File: config.mk
export PLATFORM = sky130hd
export DESIGN_NAME = operand_fetch_flat
export DESIGN_NICKNAME = d
export VERILOG_FILES = /design/src/rtl/operand_fetch_if.sv /design/src/rtl/operand_fetch.sv /design/src/flat_wrapper.sv
export SDC_FILE = /design/constraint.sdc
export NUM_CORES = 1
export LEC_CHECK = 0
export BUFFER_PORTS_ARGS = -buffer_cell sky130_fd_sc_hd__buf_2
export CAP_MARGIN = 25
export CORE_MARGIN = 3
export CORE_UTILIZATION = 40
export CTS_BUF_LIST = sky130_fd_sc_hd__clkbuf_16
export DETAILED_ROUTE_END_ITERATION = 8
export PLACE_DENSITY_LB_ADDON = 0.1
export SLEW_MARGIN = 25
export SYNTH_ARGS = -nofsm -noshare
export SYNTH_HDL_FRONTEND = slang
export SYNTH_SLANG_ARGS = --single-unit
File: constraint.sdc
create_clock -name clk -period 1.5 [get_ports clk]
set_input_delay 0.15 -clock clk [delete_from_list [all_inputs] [get_ports clk]]
set_output_delay 0.15 -clock clk [all_outputs]
set_load 0.02 [all_outputs]
File: src/rtl/operand_fetch_if.sv
// Operand-fetch bus: register-file write port, fetch request/controls, and the
// operand result handshake. The slave side is the fetch unit; the master side is
// whoever issues fetches, writes registers and consumes operands.
interface operand_fetch_if;
    // register-file write port
    logic        write;
    logic [2:0]  writenum;
    logic [15:0] data_in;
    // fetch request and per-fetch controls
    logic        start;
    logic [2:0]  readnum_a;
    logic [2:0]  readnum_b;
    logic [1:0]  shift;
    logic        asel;
    logic        bsel;
    logic [15:0] sximm5;
    // result handshake
    logic        ack;
    logic [15:0] Ain;
    logic [15:0] Bin;
    logic        valid;
    logic        busy;

    modport master (
        output write, writenum, data_in,
        output start, readnum_a, readnum_b, shift, asel, bsel, sximm5,
        output ack,
        input  Ain, Bin, valid, busy
    );

    modport slave (
        input  write, writenum, data_in,
        input  start, readnum_a, readnum_b, shift, asel, bsel, sximm5,
        input  ack,
        output Ain, Bin, valid, busy
    );
endinterface

File: src/rtl/operand_fetch.sv
// Purpose: 8x16 register file plus a 4-state fetch sequencer presenting ALU operands Ain/Bin.
// Latency: start sampled on the IDLE edge, valid rises after the third fetch edge (IDLE->LOAD_A->LOAD_B->ISSUE).
// Backpressure: ISSUE holds valid and Ain/Bin until ack; start outside IDLE is dropped, writes always accepted.
module operand_fetch (
    input  logic           clk,
    input  logic           reset,
    operand_fetch_if.slave bus
);

    typedef enum logic [1:0] {
        IDLE   = 2'd0,
        LOAD_A = 2'd1,
        LOAD_B = 2'd2,
        ISSUE  = 2'd3
    } state_t;

    localparam logic [1:0] SH_NONE = 2'b00;
    localparam logic [1:0] SH_LSL1 = 2'b01;
    localparam logic [1:0] SH_LSR1 = 2'b10;
    localparam logic [1:0] SH_ASR1 = 2'b11;

    state_t      state;
    logic [15:0] regfile [8];

    logic [15:0] reg_a;
    logic [15:0] reg_b;
    logic [2:0]  readnum_b_q;
    logic [1:0]  shift_q;
    logic        asel_q;
    logic        bsel_q;
    logic [15:0] sximm5_q;
    logic        valid_q;
    logic        busy_q;

    logic [15:0] shifted_b;

    // Register file: single synchronous write port, open in every state; reads
    // elsewhere see the pre-edge contents, so a same-edge write is not forwarded.
    always_ff @(posedge clk or negedge reset) begin
        if (!reset) begin
            for (int i = 0; i < 8; i++) begin
                regfile[i] <= 16'h0000;
            end
        end else if (bus.write) begin
            regfile[bus.writenum] <= bus.data_in;
        end
    end

    // Fetch sequencer: latches controls and A on accept, loads B, spends one
    // settle cycle, then holds the result in ISSUE until the consumer acks.
    always_ff @(posedge clk or negedge reset) begin
        if (!reset) begin
            state       <= IDLE;
            reg_a       <= 16'h0000;
            reg_b       <= 16'h0000;
            readnum_b_q <= 3'd0;
            shift_q     <= SH_NONE;
            asel_q      <= 1'b0;
            bsel_q      <= 1'b0;
            sximm5_q    <= 16'h0000;
            valid_q     <= 1'b0;
            busy_q      <= 1'b0;
        end else begin
            case (state)
                IDLE: begin
                    if (bus.start) begin
                        readnum_b_q <= bus.readnum_b;
                        shift_q     <= bus.shift;
                        asel_q      <= bus.asel;
                        bsel_q      <= bus.bsel;
                        sximm5_q    <= bus.sximm5;
                        reg_a       <= regfile[bus.readnum_a];
                        busy_q      <= 1'b1;
                        state       <= LOAD_A;
                    end
                end
                LOAD_A: begin
                    reg_b <= regfile[readnum_b_q];
                    state <= LOAD_B;
                end
                LOAD_B: begin
                    valid_q <= 1'b1;
                    state   <= ISSUE;
                end
                ISSUE: begin
                    if (bus.ack) begin
                        valid_q <= 1'b0;
                        busy_q  <= 1'b0;
                        state   <= IDLE;
                    end
                end
                default: begin
                    valid_q <= 1'b0;
                    busy_q  <= 1'b0;
                    state   <= IDLE;
                end
            endcase
        end
    end

    // Single-bit shifter on B; shifted-out bits are dropped, ASR keeps the sign.
    always_comb begin
        shifted_b = reg_b;
        case (shift_q)
            SH_NONE: shifted_b = reg_b;
            SH_LSL1: shifted_b = {reg_b[14:0], 1'b0};
            SH_LSR1: shifted_b = {1'b0, reg_b[15:1]};
            SH_ASR1: shifted_b = {reg_b[15], reg_b[15:1]};
            default: shifted_b = reg_b;
        endcase
    end

    // Operand muxing is purely combinational from the held registers, so the
    // outputs are stable for as long as the sequencer sits in ISSUE.
    assign bus.Ain   = asel_q ? 16'h0000 : reg_a;
    assign bus.Bin   = bsel_q ? sximm5_q : shifted_b;
    assign bus.valid = valid_q;
    assign bus.busy  = busy_q;

endmodule

File: src/flat_wrapper.sv
// flat-port wrapper written by rule: the top's interface ports become plain ports
module operand_fetch_flat 
  (clk, reset, bus_write, bus_writenum, bus_data_in, bus_start, bus_readnum_a, bus_readnum_b, bus_shift, bus_asel, bus_bsel, bus_sximm5, bus_ack, bus_Ain, bus_Bin, bus_valid, bus_busy);
  operand_fetch_if bus_i ();
  input  logic clk;
  input  logic reset;
  input wire logic [$bits(bus_i.write)-1:0] bus_write;
  input wire logic [$bits(bus_i.writenum)-1:0] bus_writenum;
  input wire logic [$bits(bus_i.data_in)-1:0] bus_data_in;
  input wire logic [$bits(bus_i.start)-1:0] bus_start;
  input wire logic [$bits(bus_i.readnum_a)-1:0] bus_readnum_a;
  input wire logic [$bits(bus_i.readnum_b)-1:0] bus_readnum_b;
  input wire logic [$bits(bus_i.shift)-1:0] bus_shift;
  input wire logic [$bits(bus_i.asel)-1:0] bus_asel;
  input wire logic [$bits(bus_i.bsel)-1:0] bus_bsel;
  input wire logic [$bits(bus_i.sximm5)-1:0] bus_sximm5;
  input wire logic [$bits(bus_i.ack)-1:0] bus_ack;
  output wire logic [$bits(bus_i.Ain)-1:0] bus_Ain;
  output wire logic [$bits(bus_i.Bin)-1:0] bus_Bin;
  output wire logic [$bits(bus_i.valid)-1:0] bus_valid;
  output wire logic [$bits(bus_i.busy)-1:0] bus_busy;
  assign bus_i.write = bus_write;
  assign bus_i.writenum = bus_writenum;
  assign bus_i.data_in = bus_data_in;
  assign bus_i.start = bus_start;
  assign bus_i.readnum_a = bus_readnum_a;
  assign bus_i.readnum_b = bus_readnum_b;
  assign bus_i.shift = bus_shift;
  assign bus_i.asel = bus_asel;
  assign bus_i.bsel = bus_bsel;
  assign bus_i.sximm5 = bus_sximm5;
  assign bus_i.ack = bus_ack;
  assign bus_Ain = bus_i.Ain;
  assign bus_Bin = bus_i.Bin;
  assign bus_valid = bus_i.valid;
  assign bus_busy = bus_i.busy;
  operand_fetch u_core (.clk(clk), .reset(reset), .bus(bus_i));
endmodule
==> metrics, run 1 <==
RSZ-0062 raised after global routing true; Cells after Synth 787; Max-Cap Viols 0; Die W 163.6 um; Reg clk slew, reported paths 0.08 ns; gr usage total 21.17%; Setup crit end kind output port; Num Clock Sinks 187; Static Leakage 0.005511 uW; number of flops mapped to enable cells by yosys 0; clock buffer depth 2; Tmin final 1.880 ns; total core area 24390 sq um; CP Cell Sequence buf_12 > mux2i_1 > o21ai_1 > mux2_2 > buf_2; TritonCTS Buffers 17; max-slew violations 0; pwr/cell area 1868 nW/um^2; Netlist cell types 30; largest net degree at the start of global routing 57; status complete, but fails checks; Post-Syn Area 9935 sq um; Worst-Skew Late Latency 0.44 ns; final hold viol count 0; fin crit share 125.4%; final WL 27940 um; failing checks negative setup slack; I/O pin total 84; most common cell after layout, fill and taps aside mux2_2; Yosys top cell by area dfrtp_1; Clock Skews 0.009685 ns; synthesized area per cell 12.62 sq um; CTS root buffer clkbuf_16; drt wl/cell 22.41 um; Critical-path top delay cell dfrtp_2; DR pass1 iterations 4; Worst R2R End u_core.reg_b[5]; setup violators final 16; min-delay src bus_data_in[4]; share of the synthesized area in the top cell type 47.10%; layout cells sized above 1 42.36%; routed vias 6838; cell family with the largest share of critical-path delay multiplexers; Post-synth top flop dfrtp_1; hpwl dp 17970 um; asr flop ratio synth 100.0%; Seq cells post-synth 187; top post-synthesis cells by area dfrtp_1, mux2_2, mux2i_1; GRT overflow 0; Tightest Pin Transition 0.3792 ns; Post-Syn Nets 842; post-DR vias/cell 5.484; Buf/Inv on CP 2; VDD IR max 0.8995 mV; commonest cells after routing, fill and taps aside mux2_2, dfrtp_1, mux2i_1, buf_2, buf_4; Die Ht 163.6 um; hold-critical path endpoint u_core.regfile[20]; number of diodes 0; Post-Layout Inst Area 12120 sq um; max incr delay on CP 0.42 ns; arrival time worst endpoint 1.73 ns; initial antenna violation count 0; floorplan row count 57; area delta synth->final 22.01%; worst reg2reg setup slack 0.03 ns; Setup WS post-layout -0.3804 ns; antenna viol nets, final 0; Setup crit start kind register; # DRC 0; initial drt markers 426; Hold Path Stages 2; IO Port Bufs 83; area of placed instances 11100 sq um; Fmax achieved 0.5318 GHz; layout net count 965; reg-to-reg startpoint u_core.readnum_b_q[0]; CP Class reg2out; YS warnings 0; worst path required time 1.35 ns; setup TNS -5.584 ns; Pwr Total 22640 uW; worst hold path type in2reg; Placer Congestion 0.7796; global-route wire length before repair 42920 um; CTS tree built; vias in the first global route 7386; register area share after synthesis 47.10%; initial core utilization 40.73%; Slew HR 74.72%; worst reg2reg path depth 4; die area 26760 sq um; H-tree depth reported by CTS 4; CP Max Fanout 9
-- metrics by stage --
stage / utilization, % / hold WS (ns) / instances / worst slack, ns
after floorplan: - / -0.1456 / 787 / 0.006503
after global placement: 45.51 / 0.08108 / 1186 / 0.08243
after detailed placement: 45.51 / 0.08228 / 1186 / 0.02833
after CTS: 49.16 / 0.03125 / 1244 / -0.4141
after global routing: 49.70 / 0.04266 / 1247 / -0.4898
final: 49.70 / 0.05269 / 1247 / -0.3804
-- report_power, final --
part           switching (uW)  internal [uW]
clock                    2160           2530
combinational            4960           5050
sequential               1330           6620
-- sequential cells by signal, summed over array words and instances (netlist names) --
| name | count |
|---|---|
| u_core.readnum_b_q | 3 |
| u_core.asel_q | 1 |
| u_core.bsel_q | 1 |
| u_core.bus.busy | 1 |
| u_core.sximm5_q | 16 |
| u_core.reg_a | 16 |
| u_core.bus.valid | 1 |
| u_core.state | 2 |
| u_core.reg_b | 16 |
| u_core.regfile | 128 |
| u_core.shift_q | 2 |
-- repair_timing --
| action | 4_1_cts | 5_1_grt |
|---|---|---|
| hold endpoints to repair | 131 | 0 |
| gates resized for setup | 9 | 35 |
| setup endpoints to repair | 17 | 39 |
| buffers inserted | 0 | 2 |
| gates cloned | 1 | 1 |
| hold buffers | 25 | 0 |
-- kinds of logic after synthesis --
logic type,count (synthesis),synth area share (%)
buffers and inverters,64,3.602
AO/OA/AOI/OAI,116,8.917
multiplexers,296,32.71
AND/OR/NAND/NOR,119,7.040
flip-flops,187,47.10
adder cells (fa/ha/maj),5,0.6297
-- cell type report --
cell class                 instances  area [sq um]
clock buffer                      17         425.4
clock inverter                    15         181.4
fill                            2162         12270
inverter                           5         18.77
multi-input combinational        536          4938
sequential                       187          4686
tap                              324         405.4
timing repair buffer             163          1466
-- worst max-delay path by stage --
stage / start / to / slack, ns / cells past startpoint
after floorplan: u_core.state[1] / u_core.reg_b[10] / 0.007 / 5
after global placement: u_core.state[0] / u_core.asel_q / 0.08 / 5
after detailed placement: u_core.state[1] / u_core.asel_q / 0.03 / 5
after CTS: u_core.shift_q[0] / bus_Bin[3] / -0.41 / 5
after global routing: u_core.shift_q[0] / bus_Bin[6] / -0.49 / 5
final: u_core.shift_q[0] / bus_Bin[3] / -0.38 / 5
-- layer usage --
layer	part of all wire [%]	GRT usage (%)	up-vias	routed length [um]
li1	-	-	3152	-
met1	47	29.12	3528	13230
met2	48	34.77	138	13430
met3	3.5	3.728	20	982
met4	1.0	5.383	0	293
met5	0	0	-	0
-- synthesized netlist by cell type, types with 17 or more instances --
master	n
o22ai_1	18
clkbuf_1	20
nand3_1	17
mux2_2	189
mux2i_1	97
a22oi_1	17
nand2_1	36
nor2b_1	50
dfrtp_1	187
buf_2	18
o21ai_0	17
No activity file was read; power rests on OpenSTA's default activity.
==> run 2, diff against run 1 <==
- CELL_PAD_IN_SITES_DETAIL_PLACEMENT: default -> 0
- CELL_PAD_IN_SITES_GLOBAL_PLACEMENT: default -> 1
- CORE_ASPECT_RATIO: default -> 0.8
- MAX_ROUTING_LAYER: default -> met4
==> run 2 against run 1 <==
  * The flow still finishes with violations (negative setup slack)
  * Largest power group unchanged
  * Clock power decreased by 7.9%
  * Critical endpoint is now bus_Bin[11]
  * Routed wire length increased by 2.9%
  * Cell count decreased by 1.1%
  * First-iteration DRC count rose by 16%
==> metrics, run 2 (synthesis results as in run 1) <==
status complete, but fails checks; failing checks negative setup slack; post-DR vias/cell 5.634 (+2.7%); routed vias 6947 (+1.6%); setup violators final 16 (unchanged); clock buffer depth 2 (unchanged); Die W 182.2 um (+11%); I/O pin total 84 (unchanged); global-route wire length before repair 44440 um (+3.5%); Reg with most FFs u_core.regfile; RSZ-0062 raised after global routing true; register area 4686 sq um (unchanged); Tightest Pin Transition 0.4644 ns (+0.08524 ns); most common cell after layout, fill and taps aside mux2_2; Slew HR 69.04% (-5.7 points); Setup WS post-layout -0.3934 ns (-0.01298 ns); worst path required time 1.35 ns (about the same); total core area 23900 sq um (-2.0%); fillers 2109 (-2.5%); CP Class reg2out; die area 26780 sq um (about the same); Num Clock Sinks 187 (unchanged); worst hold path type in2reg; H-tree depth reported by CTS 4 (unchanged); IO Port Bufs 83 (unchanged); dpl cells 1171 (-1.3%); initial drt markers 496 (+16%); layout cells sized above 1 43.37% (+1.0 points); gr usage total 22.33% (+1.2 points); Die Ht 147.0 um (-10%); Setup crit end kind output port; max-slew violations 0 (unchanged); final WL 28750 um (+2.9%); vias in the first global route 7329 (-0.77%); drt wl/cell 23.32 um (+4.1%); initial core utilization 41.57% (+0.84 points); Layout Cells excl Fill 1233 (-1.1%); Tmin final 1.893 ns (+0.01298 ns); Reg clk slew, reported paths 0.08 ns (about the same); Setup crit start kind register; area delta synth->final 22.53%; antenna viol nets, final 0 (unchanged); largest net degree at the start of global routing 40 (-30%); floorplan row count 50 (-12%); initial antenna violation count 2 (+2); Multi-input gate area 5011 sq um (+1.5%); Hold Path Stages 2 (unchanged); Placer Congestion 0.7841 (+0.58%); Static Leakage 0.005536 uW (+0.46%); pre-CTS WS -0.07466 ns (-0.1030 ns); Worst-Skew Late Latency 0.44 ns (about the same); Max-Cap Viols 0 (unchanged); DR pass1 iterations 4 (unchanged); fin crit share 126.2% (+0.87 points); CP Max Fanout 8 (-1); CTS root buffer clkbuf_16; Pwr Total 22820 uW (+0.78%); worst reg2reg path depth 4 (unchanged); GRT overflow 0 (unchanged); arrival time worst endpoint 1.74 ns (about the same); CTS tree built; flip-flop count of the largest register after layout 128 (unchanged); hpwl dp 18700 um (+4.1%); commonest cells after routing, fill and taps aside mux2_2, dfrtp_1, mux2i_1, buf_2, nor2b_1; TritonCTS Buffers 17 (unchanged); layout net count 962 (-0.31%); pwr/cell area 1874 nW/um^2 (+0.35%); Clock Skews 0.01557 ns (+0.005884 ns); WHS 0.06454 ns (+0.01185 ns); final hold viol count 0 (unchanged); # DRC 0 (unchanged); VDD IR max 0.8816 mV (-2.0%); Fmax achieved 0.5282 GHz (-0.69%); setup TNS -5.796 ns (-0.2118 ns)
==> run 2: changes by cell type in the layout (fill, tap and decap cells not counted), moves of 3 or more <==
cell / before / now
o21ai_1: 7 / 10
o31ai_1: 16 / 12
o21ai_0: 10 / 1
clkinv_2: 0 / 3
o21ai_2: 0 / 6
inv_8: 5 / 0
buf_4: 46 / 33
o31ai_2: 0 / 4
clkinvlp_4: 4 / 1
buf_2: 63 / 68
==> run 2: layout make-up <==
type | instances | share of cell area, %
inverter | 5 | 0.1542
antenna | 1 | 0.02056
sequential | 187 | 38.49
clock inverter | 15 | 1.028
multi-input combinational | 536 | 41.17
timing repair buffer | 160 | 12.44
clock buffer | 17 | 3.495
tap | 312 | 3.207
==> run 2: stage by stage <==
step	cell area (sq um)	utilization, %
final	12170	50.94
after global routing	12170	50.94
after CTS	12040	50.37
after detailed placement	11090	46.39
after global placement	11090	46.39
after floorplan	9946	-
==> run 2: what timing repair did <==
item,CTS,global route
pin swaps,1,1
gates cloned,3,1
hold buffers,24,0
endpoints found under the hold margin,56,0
setup buffers,1,0
endpoints found under the setup margin,43,38
resized for setup,30,38
==> run 2: path summary, 6_finish.rpt <==
check                                           start                   to  slack, ns
worst max-delay path                u_core.shift_q[0]          bus_Bin[11]      -0.39
worst min-delay path                  bus_data_in[10]  u_core.regfile[106]       0.06
worst max register to register  u_core.readnum_b_q[0]      u_core.reg_b[5]       0.02
worst min register to register        u_core.reg_a[3]      u_core.reg_a[3]       0.48
max in group asynchronous                       reset   u_core.regfile[14]       0.64
min in group asynchronous                       reset  u_core.regfile[127]       0.22
==> run 2: metal layers <==
layer  GRT usage, %  up-vias  wire, um
met5              -        -         0
met4          5.443        0       422
met3          4.455       24      1366
met2          32.94      160     12860
met1          31.75     3603     14100
li1               -     3160         -
==> run 2: power by group <==
part / switching (uW) / internal [uW]
Clock: 2030 / 2290
Sequential: 1460 / 6620
Combinational: 5150 / 5270
Total: 8640 / 14200
==> run 2: critical path: stages, from the launching register on <==
cell,delay (ns)
dfrtp_2,0.42
clkbuf_16,0.18
mux2i_1,0.22
o21ai_2,0.09
mux2_2,0.26
buf_2,0.16
